$ cat config.mk
export PLATFORM = sky130hd
export DESIGN_NAME = alu_seq_unit_flat
export DESIGN_NICKNAME = d
export VERILOG_FILES = /design/src/rtl/alu_seq_unit_pkg.sv /design/src/rtl/alu_seq_unit_if.sv /design/src/rtl/alu_muldiv_iter.sv /design/src/rtl/alu_seq_unit.sv /design/src/flat_wrapper.sv
export SDC_FILE = /design/constraint.sdc
export NUM_CORES = 1
export LEC_CHECK = 0
export CELL_PAD_IN_SITES_DETAIL_PLACEMENT = 1
export CELL_PAD_IN_SITES_GLOBAL_PLACEMENT = 1
export CORE_MARGIN = 4
export CORE_UTILIZATION = 54
export CTS_BUF_LIST = sky130_fd_sc_hd__clkbuf_2
export DETAILED_ROUTE_END_ITERATION = 6
export DONT_BUFFER_PORTS = 1
export PLACE_DENSITY = 0.95
export SYNTH_ARGS = -nofsm -noshare
export SYNTH_HDL_FRONTEND = slang
export SYNTH_HIERARCHICAL = 1
export SYNTH_SLANG_ARGS = --single-unit
$ cat constraint.sdc
create_clock -name clk -period 6.6 [get_ports clk]
set_clock_uncertainty 0.05 [all_clocks]
set_input_delay 1.32 -clock clk [delete_from_list [all_inputs] [get_ports clk]]
set_output_delay 1.32 -clock clk [all_outputs]
set_load 0.01 [all_outputs]
$ cat src/rtl/alu_seq_unit_pkg.sv
// Shared definitions for the sequential ALU: opcode encodings, FSM state type and
// a helper that classifies opcodes handled by the iterative multiply/divide unit.
package alu_seq_unit_pkg;

    localparam logic [3:0] ALU_ADD   = 4'b0000;
    localparam logic [3:0] ALU_SUB   = 4'b0001;
    localparam logic [3:0] ALU_AND   = 4'b0010;
    localparam logic [3:0] ALU_OR    = 4'b0011;
    localparam logic [3:0] ALU_XOR   = 4'b0100;
    localparam logic [3:0] ALU_SLL   = 4'b0101;
    localparam logic [3:0] ALU_SRL   = 4'b0110;
    localparam logic [3:0] ALU_SRA   = 4'b0111;
    localparam logic [3:0] ALU_SLT   = 4'b1000;
    localparam logic [3:0] ALU_SLTU  = 4'b1001;
    localparam logic [3:0] ALU_MUL   = 4'b1010;
    localparam logic [3:0] ALU_MULHU = 4'b1011;
    localparam logic [3:0] ALU_DIVU  = 4'b1100;
    localparam logic [3:0] ALU_REMU  = 4'b1101;

    typedef enum logic [1:0] {
        StIdle = 2'd0,
        StBusy = 2'd1,
        StDone = 2'd2
    } alu_state_e;

    function automatic logic is_multicycle(input logic [3:0] op);
        return (op >= ALU_MUL) && (op <= ALU_REMU);
    endfunction

endpackage

$ cat src/rtl/alu_seq_unit_if.sv
// Operand/result handshake bundle of the sequential ALU.
//  master: producer of operands and consumer of results (pipeline side)
//  slave : the ALU itself
interface alu_seq_unit_if #(
    parameter int unsigned WIDTH = 32
);
    logic             in_valid;
    logic             in_ready;
    logic [WIDTH-1:0] a;
    logic [WIDTH-1:0] b;
    logic [3:0]       alu_control;
    logic             out_valid;
    logic             out_ready;
    logic [WIDTH-1:0] result;
    logic             zero;

    modport master (
        output in_valid, a, b, alu_control, out_ready,
        input  in_ready, out_valid, result, zero
    );

    modport slave (
        input  in_valid, a, b, alu_control, out_ready,
        output in_ready, out_valid, result, zero
    );
endinterface

$ cat src/rtl/alu_muldiv_iter.sv
// Iterative multiply/divide engine, one step per cycle for WIDTH cycles.
//  clk, rst  : clock, async active-high reset
//  abort_i   : drop the in-flight operation
//  start_i   : load op/operands and begin (counter = WIDTH)
//  op_i      : MUL, MULHU, DIVU or REMU
//  a_i, b_i  : operands
//  busy_o    : an operation is in progress
//  done_o    : the step taken on the coming edge is the last one
//  result_o  : value the last step produces (valid while done_o)
module alu_muldiv_iter
    import alu_seq_unit_pkg::*;
#(
    parameter int unsigned WIDTH = 32
) (
    input  logic             clk,
    input  logic             rst,
    input  logic             abort_i,
    input  logic             start_i,
    input  logic [3:0]       op_i,
    input  logic [WIDTH-1:0] a_i,
    input  logic [WIDTH-1:0] b_i,
    output logic             busy_o,
    output logic             done_o,
    output logic [WIDTH-1:0] result_o
);
    localparam int unsigned CntW = $clog2(WIDTH) + 1;

    logic [CntW-1:0]      cnt_q, cnt_d;
    // Multiply: {partial high, multiplier shifting out}. Divide: {remainder, dividend/quotient}.
    logic [2*WIDTH-1:0]   acc_q, acc_d;
    logic [WIDTH-1:0]     opnd_q, opnd_d;   // multiplicand for MUL*, divisor for DIV*
    logic                 div_q, div_d;
    logic                 hi_q, hi_d;       // result taken from upper half of acc

    logic                 start_div, start_hi;
    logic [WIDTH:0]       mul_sum;
    logic [WIDTH:0]       div_shift;
    logic                 div_ge;
    logic [WIDTH-1:0]     div_rem;
    logic [2*WIDTH-1:0]   step;

    assign start_div = (op_i == ALU_DIVU) || (op_i == ALU_REMU);
    assign start_hi  = (op_i == ALU_MULHU) || (op_i == ALU_REMU);

    always_comb begin
        mul_sum   = {1'b0, acc_q[2*WIDTH-1:WIDTH]} + (acc_q[0] ? {1'b0, opnd_q} : '0);
        div_shift = acc_q[2*WIDTH-1:WIDTH-1];
        div_ge    = div_shift >= {1'b0, opnd_q};
        // Remainder stays below the divisor, so the subtraction fits in WIDTH bits.
        // A zero divisor always "fits": quotient all ones, remainder ends up equal to a.
        div_rem   = div_ge ? (div_shift[WIDTH-1:0] - opnd_q) : div_shift[WIDTH-1:0];
        step      = div_q ? {div_rem, acc_q[WIDTH-2:0], div_ge}
                          : {mul_sum, acc_q[WIDTH-1:1]};
    end

    assign busy_o   = (cnt_q != '0);
    assign done_o   = (cnt_q == CntW'(1));
    assign result_o = hi_q ? step[2*WIDTH-1:WIDTH] : step[WIDTH-1:0];

    always_comb begin
        cnt_d  = cnt_q;
        acc_d  = acc_q;
        opnd_d = opnd_q;
        div_d  = div_q;
        hi_d   = hi_q;
        if (abort_i) begin
            cnt_d = '0;
        end else if (start_i) begin
            cnt_d  = CntW'(WIDTH);
            div_d  = start_div;
            hi_d   = start_hi;
            opnd_d = start_div ? b_i : a_i;
            acc_d  = {{WIDTH{1'b0}}, (start_div ? a_i : b_i)};
        end else if (busy_o) begin
            cnt_d = cnt_q - CntW'(1);
            acc_d = step;
        end
    end

    always_ff @(posedge clk or posedge rst) begin
        if (rst) begin
            cnt_q  <= '0;
            acc_q  <= '0;
            opnd_q <= '0;
            div_q  <= 1'b0;
            hi_q   <= 1'b0;
        end else begin
            cnt_q  <= cnt_d;
            acc_q  <= acc_d;
            opnd_q <= opnd_d;
            div_q  <= div_d;
            hi_q   <= hi_d;
        end
    end

endmodule

$ cat src/rtl/alu_seq_unit.sv
// Multi-cycle execute-stage ALU with registered result and valid/ready on both sides.
// Single-cycle ops complete one edge after accept; MUL/MULHU/DIVU/REMU go through
// alu_muldiv_iter and complete WIDTH+1 cycles after accept.
//  clk     : clock, rising edge
//  rst     : asynchronous active-high reset
//  flush   : synchronous abort; blocks acceptance in the same cycle
//  alu_io  : operand/result handshake (in_valid/in_ready/a/b/alu_control,
//            out_valid/out_ready/result/zero)
module alu_seq_unit
    import alu_seq_unit_pkg::*;
#(
    parameter int unsigned WIDTH = 32
) (
    input  logic           clk,
    input  logic           rst,
    input  logic           flush,
    alu_seq_unit_if.slave  alu_io
);
    localparam int unsigned ShamtW = $clog2(WIDTH);

    alu_state_e       state_q, state_d;
    logic [WIDTH-1:0] result_q, result_d;
    logic             zero_q, zero_d;

    logic              accept;
    logic              start_iter;
    logic [ShamtW-1:0] shamt;
    logic [WIDTH-1:0]  single_res;
    logic              iter_busy, iter_done;
    logic [WIDTH-1:0]  iter_res;

    assign alu_io.in_ready  = !rst && !flush &&
                              ((state_q == StIdle) || ((state_q == StDone) && alu_io.out_ready));
    assign accept           = alu_io.in_valid && alu_io.in_ready;
    assign start_iter       = accept && is_multicycle(alu_io.alu_control);
    assign alu_io.out_valid = (state_q == StDone);
    assign alu_io.result    = result_q;
    assign alu_io.zero      = zero_q;

    assign shamt = alu_io.b[ShamtW-1:0];

    always_comb begin
        single_res = '0;
        case (alu_io.alu_control)
            ALU_ADD:  single_res = alu_io.a + alu_io.b;
            ALU_SUB:  single_res = alu_io.a - alu_io.b;
            ALU_AND:  single_res = alu_io.a & alu_io.b;
            ALU_OR:   single_res = alu_io.a | alu_io.b;
            ALU_XOR:  single_res = alu_io.a ^ alu_io.b;
            ALU_SLL:  single_res = alu_io.a << shamt;
            ALU_SRL:  single_res = alu_io.a >> shamt;
            ALU_SRA:  single_res = $unsigned($signed(alu_io.a) >>> shamt);
            ALU_SLT:  single_res = {{(WIDTH-1){1'b0}}, ($signed(alu_io.a) < $signed(alu_io.b))};
            ALU_SLTU: single_res = {{(WIDTH-1){1'b0}}, (alu_io.a < alu_io.b)};
            default:  single_res = '0;  // reserved opcodes
        endcase
    end

    alu_muldiv_iter #(
        .WIDTH (WIDTH)
    ) u_muldiv (
        .clk      (clk),
        .rst      (rst),
        .abort_i  (flush),
        .start_i  (start_iter),
        .op_i     (alu_io.alu_control),
        .a_i      (alu_io.a),
        .b_i      (alu_io.b),
        .busy_o   (iter_busy),
        .done_o   (iter_done),
        .result_o (iter_res)
    );

    always_comb begin
        state_d  = state_q;
        result_d = result_q;
        zero_d   = zero_q;
        if (flush) begin
            state_d = StIdle;
        end else begin
            case (state_q)
                StIdle, StDone: begin
                    if ((state_q == StDone) && alu_io.out_ready) begin
                        state_d = StIdle;
                    end
                    // Accept from DONE only happens while the old result is consumed.
                    if (accept) begin
                        if (is_multicycle(alu_io.alu_control)) begin
                            state_d = StBusy;
                        end else begin
                            state_d  = StDone;
                            result_d = single_res;
                            zero_d   = (single_res == '0);
                        end
                    end
                end
                StBusy: begin
                    if (iter_done) begin
                        state_d  = StDone;
                        result_d = iter_res;
                        zero_d   = (iter_res == '0);
                    end else if (!iter_busy) begin
                        state_d = StIdle;
                    end
                end
                default: state_d = StIdle;
            endcase
        end
    end

    always_ff @(posedge clk or posedge rst) begin
        if (rst) begin
            state_q  <= StIdle;
            result_q <= '0;
            zero_q   <= 1'b1;
        end else begin
            state_q  <= state_d;
            result_q <= result_d;
            zero_q   <= zero_d;
        end
    end

endmodule

$ cat src/flat_wrapper.sv
// flat-port wrapper written by rule: the top's interface ports become plain ports
module alu_seq_unit_flat import alu_seq_unit_pkg::*;
#(
    parameter int unsigned WIDTH = 32
)
  (clk, rst, flush, alu_io_in_valid, alu_io_a, alu_io_b, alu_io_alu_control, alu_io_out_ready, alu_io_in_ready, alu_io_out_valid, alu_io_result, alu_io_zero);
  alu_seq_unit_if #(.WIDTH(WIDTH)) alu_io_i ();
  input  logic clk;
  input  logic rst;
  input  logic flush;
  input wire logic [$bits(alu_io_i.in_valid)-1:0] alu_io_in_valid;
  input wire logic [$bits(alu_io_i.a)-1:0] alu_io_a;
  input wire logic [$bits(alu_io_i.b)-1:0] alu_io_b;
  input wire logic [$bits(alu_io_i.alu_control)-1:0] alu_io_alu_control;
  input wire logic [$bits(alu_io_i.out_ready)-1:0] alu_io_out_ready;
  output wire logic [$bits(alu_io_i.in_ready)-1:0] alu_io_in_ready;
  output wire logic [$bits(alu_io_i.out_valid)-1:0] alu_io_out_valid;
  output wire logic [$bits(alu_io_i.result)-1:0] alu_io_result;
  output wire logic [$bits(alu_io_i.zero)-1:0] alu_io_zero;
  assign alu_io_i.in_valid = alu_io_in_valid;
  assign alu_io_i.a = alu_io_a;
  assign alu_io_i.b = alu_io_b;
  assign alu_io_i.alu_control = alu_io_alu_control;
  assign alu_io_i.out_ready = alu_io_out_ready;
  assign alu_io_in_ready = alu_io_i.in_ready;
  assign alu_io_out_valid = alu_io_i.out_valid;
  assign alu_io_result = alu_io_i.result;
  assign alu_io_zero = alu_io_i.zero;
  alu_seq_unit #(.WIDTH(WIDTH)) u_core (.clk(clk), .rst(rst), .flush(flush), .alu_io(alu_io_i));
endmodule
==> impl_metrics.json <==
{
  "critPathCaptureType": "flip-flop",
  "finalPower_mw": 8.14,
  "r2r-end": "u_core/alu_io.zero",
  "ff_latch_area_mm2": 0.00348,
  "yosysTopAreaCellShare_pct": 15.9,
  "peakVddDrop_mv": 0.271,
  "mostFrequentLayoutCell": "nand2_1",
  "io_buffers": 0,
  "placementRows": 73,
  "yosys.area.top_type": "dfrtp_1",
  "via_per_inst": 7.95,
  "synth_area_mm2": 0.0217,
  "finalSetupViolCount": 0,
  "core_mm2": 0.0397,
  "drt_wl_total_um": 115000,
  "min_path_type": "input port to async pin",
  "die_h_um": 209,
  "drtPass1Iterations": 7,
  "fin_hold_ws_ns": 0.358,
  "cap_viol_max_count": 1,
  "timing.rr.start": "u_core/u_muldiv/acc_q[0]",
  "ys_seq_elements": 139,
  "syn_avg_cell_area_um2": 7.46,
  "die-area_mm2": 0.0435,
  "path_max_fanout": 31,
  "fmax_mhz": 164,
  "synthArstFlopShare_pct": 100,
  "post-route-period-util_pct": 92.4,
  "grt_setup_unrepaired": "no",
  "area_delta_synth_final_pct": 1.40,
  "grt_max_degree": 102,
  "cp-start-kind": "flip-flop",
  "ant_nets": 0,
  "track_usage_pct": 50.0,
  "reg2reg_slack_ns": 0.50,
  "p_per_area_mw_per_mm2": 370,
  "gp_congestion": 1.05,
  "ys_seq_area_share_pct": 16.0,
  "syn_inst": 2909,
  "wl_per_cell_um": 35.0,
  "min_period_ns": 6.10,
  "multiInputGateArea_mm2": 0.0168,
  "cts_tree": "done",
  "cts_made_buffers": 17,
  "synthTopCellsByArea": "dfrtp_1 (16%), ha_1 (9.6%), nand2_1 (6.5%), mux2i_1 (5.9%), o21ai_0 (5.7%)",
  "root_buffer": "clkbuf_2",
  "fin_nets": 2993,
  "num_vias": 26200,
  "start_util_pct": 54.6,
  "place_hpwl_um": 82700,
  "final-max-slew-violation-count": 0,
  "fill_cells": 4967,
  "grt_pass1_wl_um": 169000,
  "grt_pass1_vias": 26200,
  "power.leakage_nw": 9.48,
  "clk_pin_slew_worst_paths_ns": 0.27,
  "syn_nets": 3152,
  "insertion_delay_ns": 0.87,
  "tns_ns": 0,
  "finalHoldViolations": 0,
  "cp.arrival_ns": 6.84,
  "status": "complete, but fails checks",
  "drtIter0Drc": 3963,
  "max_slew_margin_pct": 1.77,
  "antenna_found_initial": 6,
  "chipWidth_um": 209,
  "grt_overflow": 0,
  "reg2reg_depth": 17,
  "ctsHtreeMaxLevel": 4,
  "final_cell_mix": "nand2_1 (373), o21ai_0 (249), nor2_1 (241)",
  "worstMarginPinSlew_ns": 1.44,
  "drc": 0,
  "drive_gt1_share_pct": 8.79,
  "synth_edf_count": 0,
  "worstPathRequired_ns": 7.35,
  "ys.flop_type": "dfrtp_1",
  "yosys_warnings": 6,
  "worstSetupPathType": "flip-flop to flip-flop",
  "clk_path_buf_depth": 2,
  "violations": "max-capacitance violations",
  "clock-sinks": 139,
  "synth_cell_types": 106,
  "io_pins": 108,
  "post-route-util_pct": 55.4
}
-- routing by layer --
layer	up-vias	wire length, um	global-route usage [%]
li1	10400	-	-
met2	2368	50300	78.6
met3	838	13100	11.8
met5	-	42	0
met1	12600	39500	58.0
met4	6	12300	40.5
-- logic make-up after synthesis --
group           count (synthesis)  synth area share, %
mux                           245                 14.6
flops                         139                 16.0
fa+ha+maj                     170                 9.94
simple gates                 1010                 21.8
xor+xnor                       71                 2.86
compound gates                905                 27.7
buf+inv                       369                 7.03
-- cell usage after synthesis (36+ instances only) --
cell / count
nand2_1: 374
mux4_2: 50
o21ai_0: 249
nor2_1: 242
mux2i_1: 128
xnor2_1: 40
a211oi_1: 36
nand3_1: 92
a21oi_1: 191
inv_1: 150
and2_1: 39
a31oi_1: 36
nor3_1: 56
mux2_2: 59
a21o_1: 46
dfrtp_1: 138
ha_1: 166
clkbuf_1: 145
-- where the power goes --
group / total [mW] / internal, mW / switching, mW / leakage, nW
registers: 1.65 / 1.18 / 0.473 / 1.82
clock network: 0.562 / 0.177 / 0.385 / 0.142
logic: 5.92 / 2.01 / 3.92 / 7.52
total: 8.14 / 3.36 / 4.77 / 9.48
-- worst max path at each step --
stage | slack, ns | cells past startpoint | to | from
final | 0.50 | 17 | u_core/alu_io.zero | u_core/u_muldiv/acc_q[0]
after global routing | 0.23 | 17 | u_core/alu_io.zero | u_core/u_muldiv/acc_q[0]
after CTS | 1.08 | 17 | u_core/alu_io.zero | u_core/u_muldiv/acc_q[0]
after detailed placement | 1.18 | 13 | u_core/alu_io.zero | alu_io_b[4]
after global placement | 1.24 | 13 | u_core/alu_io.zero | alu_io_b[4]
after floorplan | 1.04 | 17 | u_core/alu_io.zero | alu_io_b[2]
-- critical path, cell delays in order, from the launching register on --
cell and delay, ns:
dfrtp_1 0.48, buf_4 0.28, and2_1 0.23, ha_1 0.39, nand3_1 0.20, nor3_1 0.37
o311ai_0 0.37, and3_1 0.30, a221oi_1 0.84, a21oi_1 0.29, nand2_1 0.18, o221ai_1 0.21
mux2_2 0.37, nor4_2 0.64, nand4_1 0.17, nor4_1 0.50, a21oi_1 0.08, o21ai_1 0.10
-- final cells by class --
| cell class | instances | share of cell area (%) |
|---|---|---|
| Tap cell | 525 | 2.98 |
| Clock inverter | 14 | 0.682 |
| Inverter | 153 | 2.62 |
| Antenna cell | 3 | 0.0341 |
| Multi-Input combinational cell | 2401 | 76.2 |
| Timing Repair Buffer | 38 | 1.28 |
| Sequential cell | 139 | 15.8 |
| Clock buffer | 18 | 0.409 |
-- state kept, by name, summed over array words and instances, names as in the netlist --
signal / cells
u_core/alu_io.zero: 1
u_core/u_muldiv/acc_q: 64
u_core/u_muldiv/opnd_q: 32
u_core/alu_io.result: 32
u_core/u_muldiv/hi_q: 1
u_core/state_q: 2
u_core/u_muldiv/cnt_q: 6
u_core/u_muldiv/div_q: 1
-- what timing repair did --
action	4_1_cts	5_1_grt
hold endpoints to repair	0	0
setup buffers	0	0
endpoints found under the setup margin	0	1
gates resized for setup	0	1
hold buffers	0	0
-- stage by stage --
step	instance area, um^2	setup WS (ns)	instances
floorplan	21700	1.04	2909
global placement	21800	1.24	3256
global route	22000	0.233	3289
CTS	22000	1.08	3288
finish	22000	0.505	3291
detailed placement	21800	1.18	3256
Note: power is estimated with default switching activity, not from simulation.
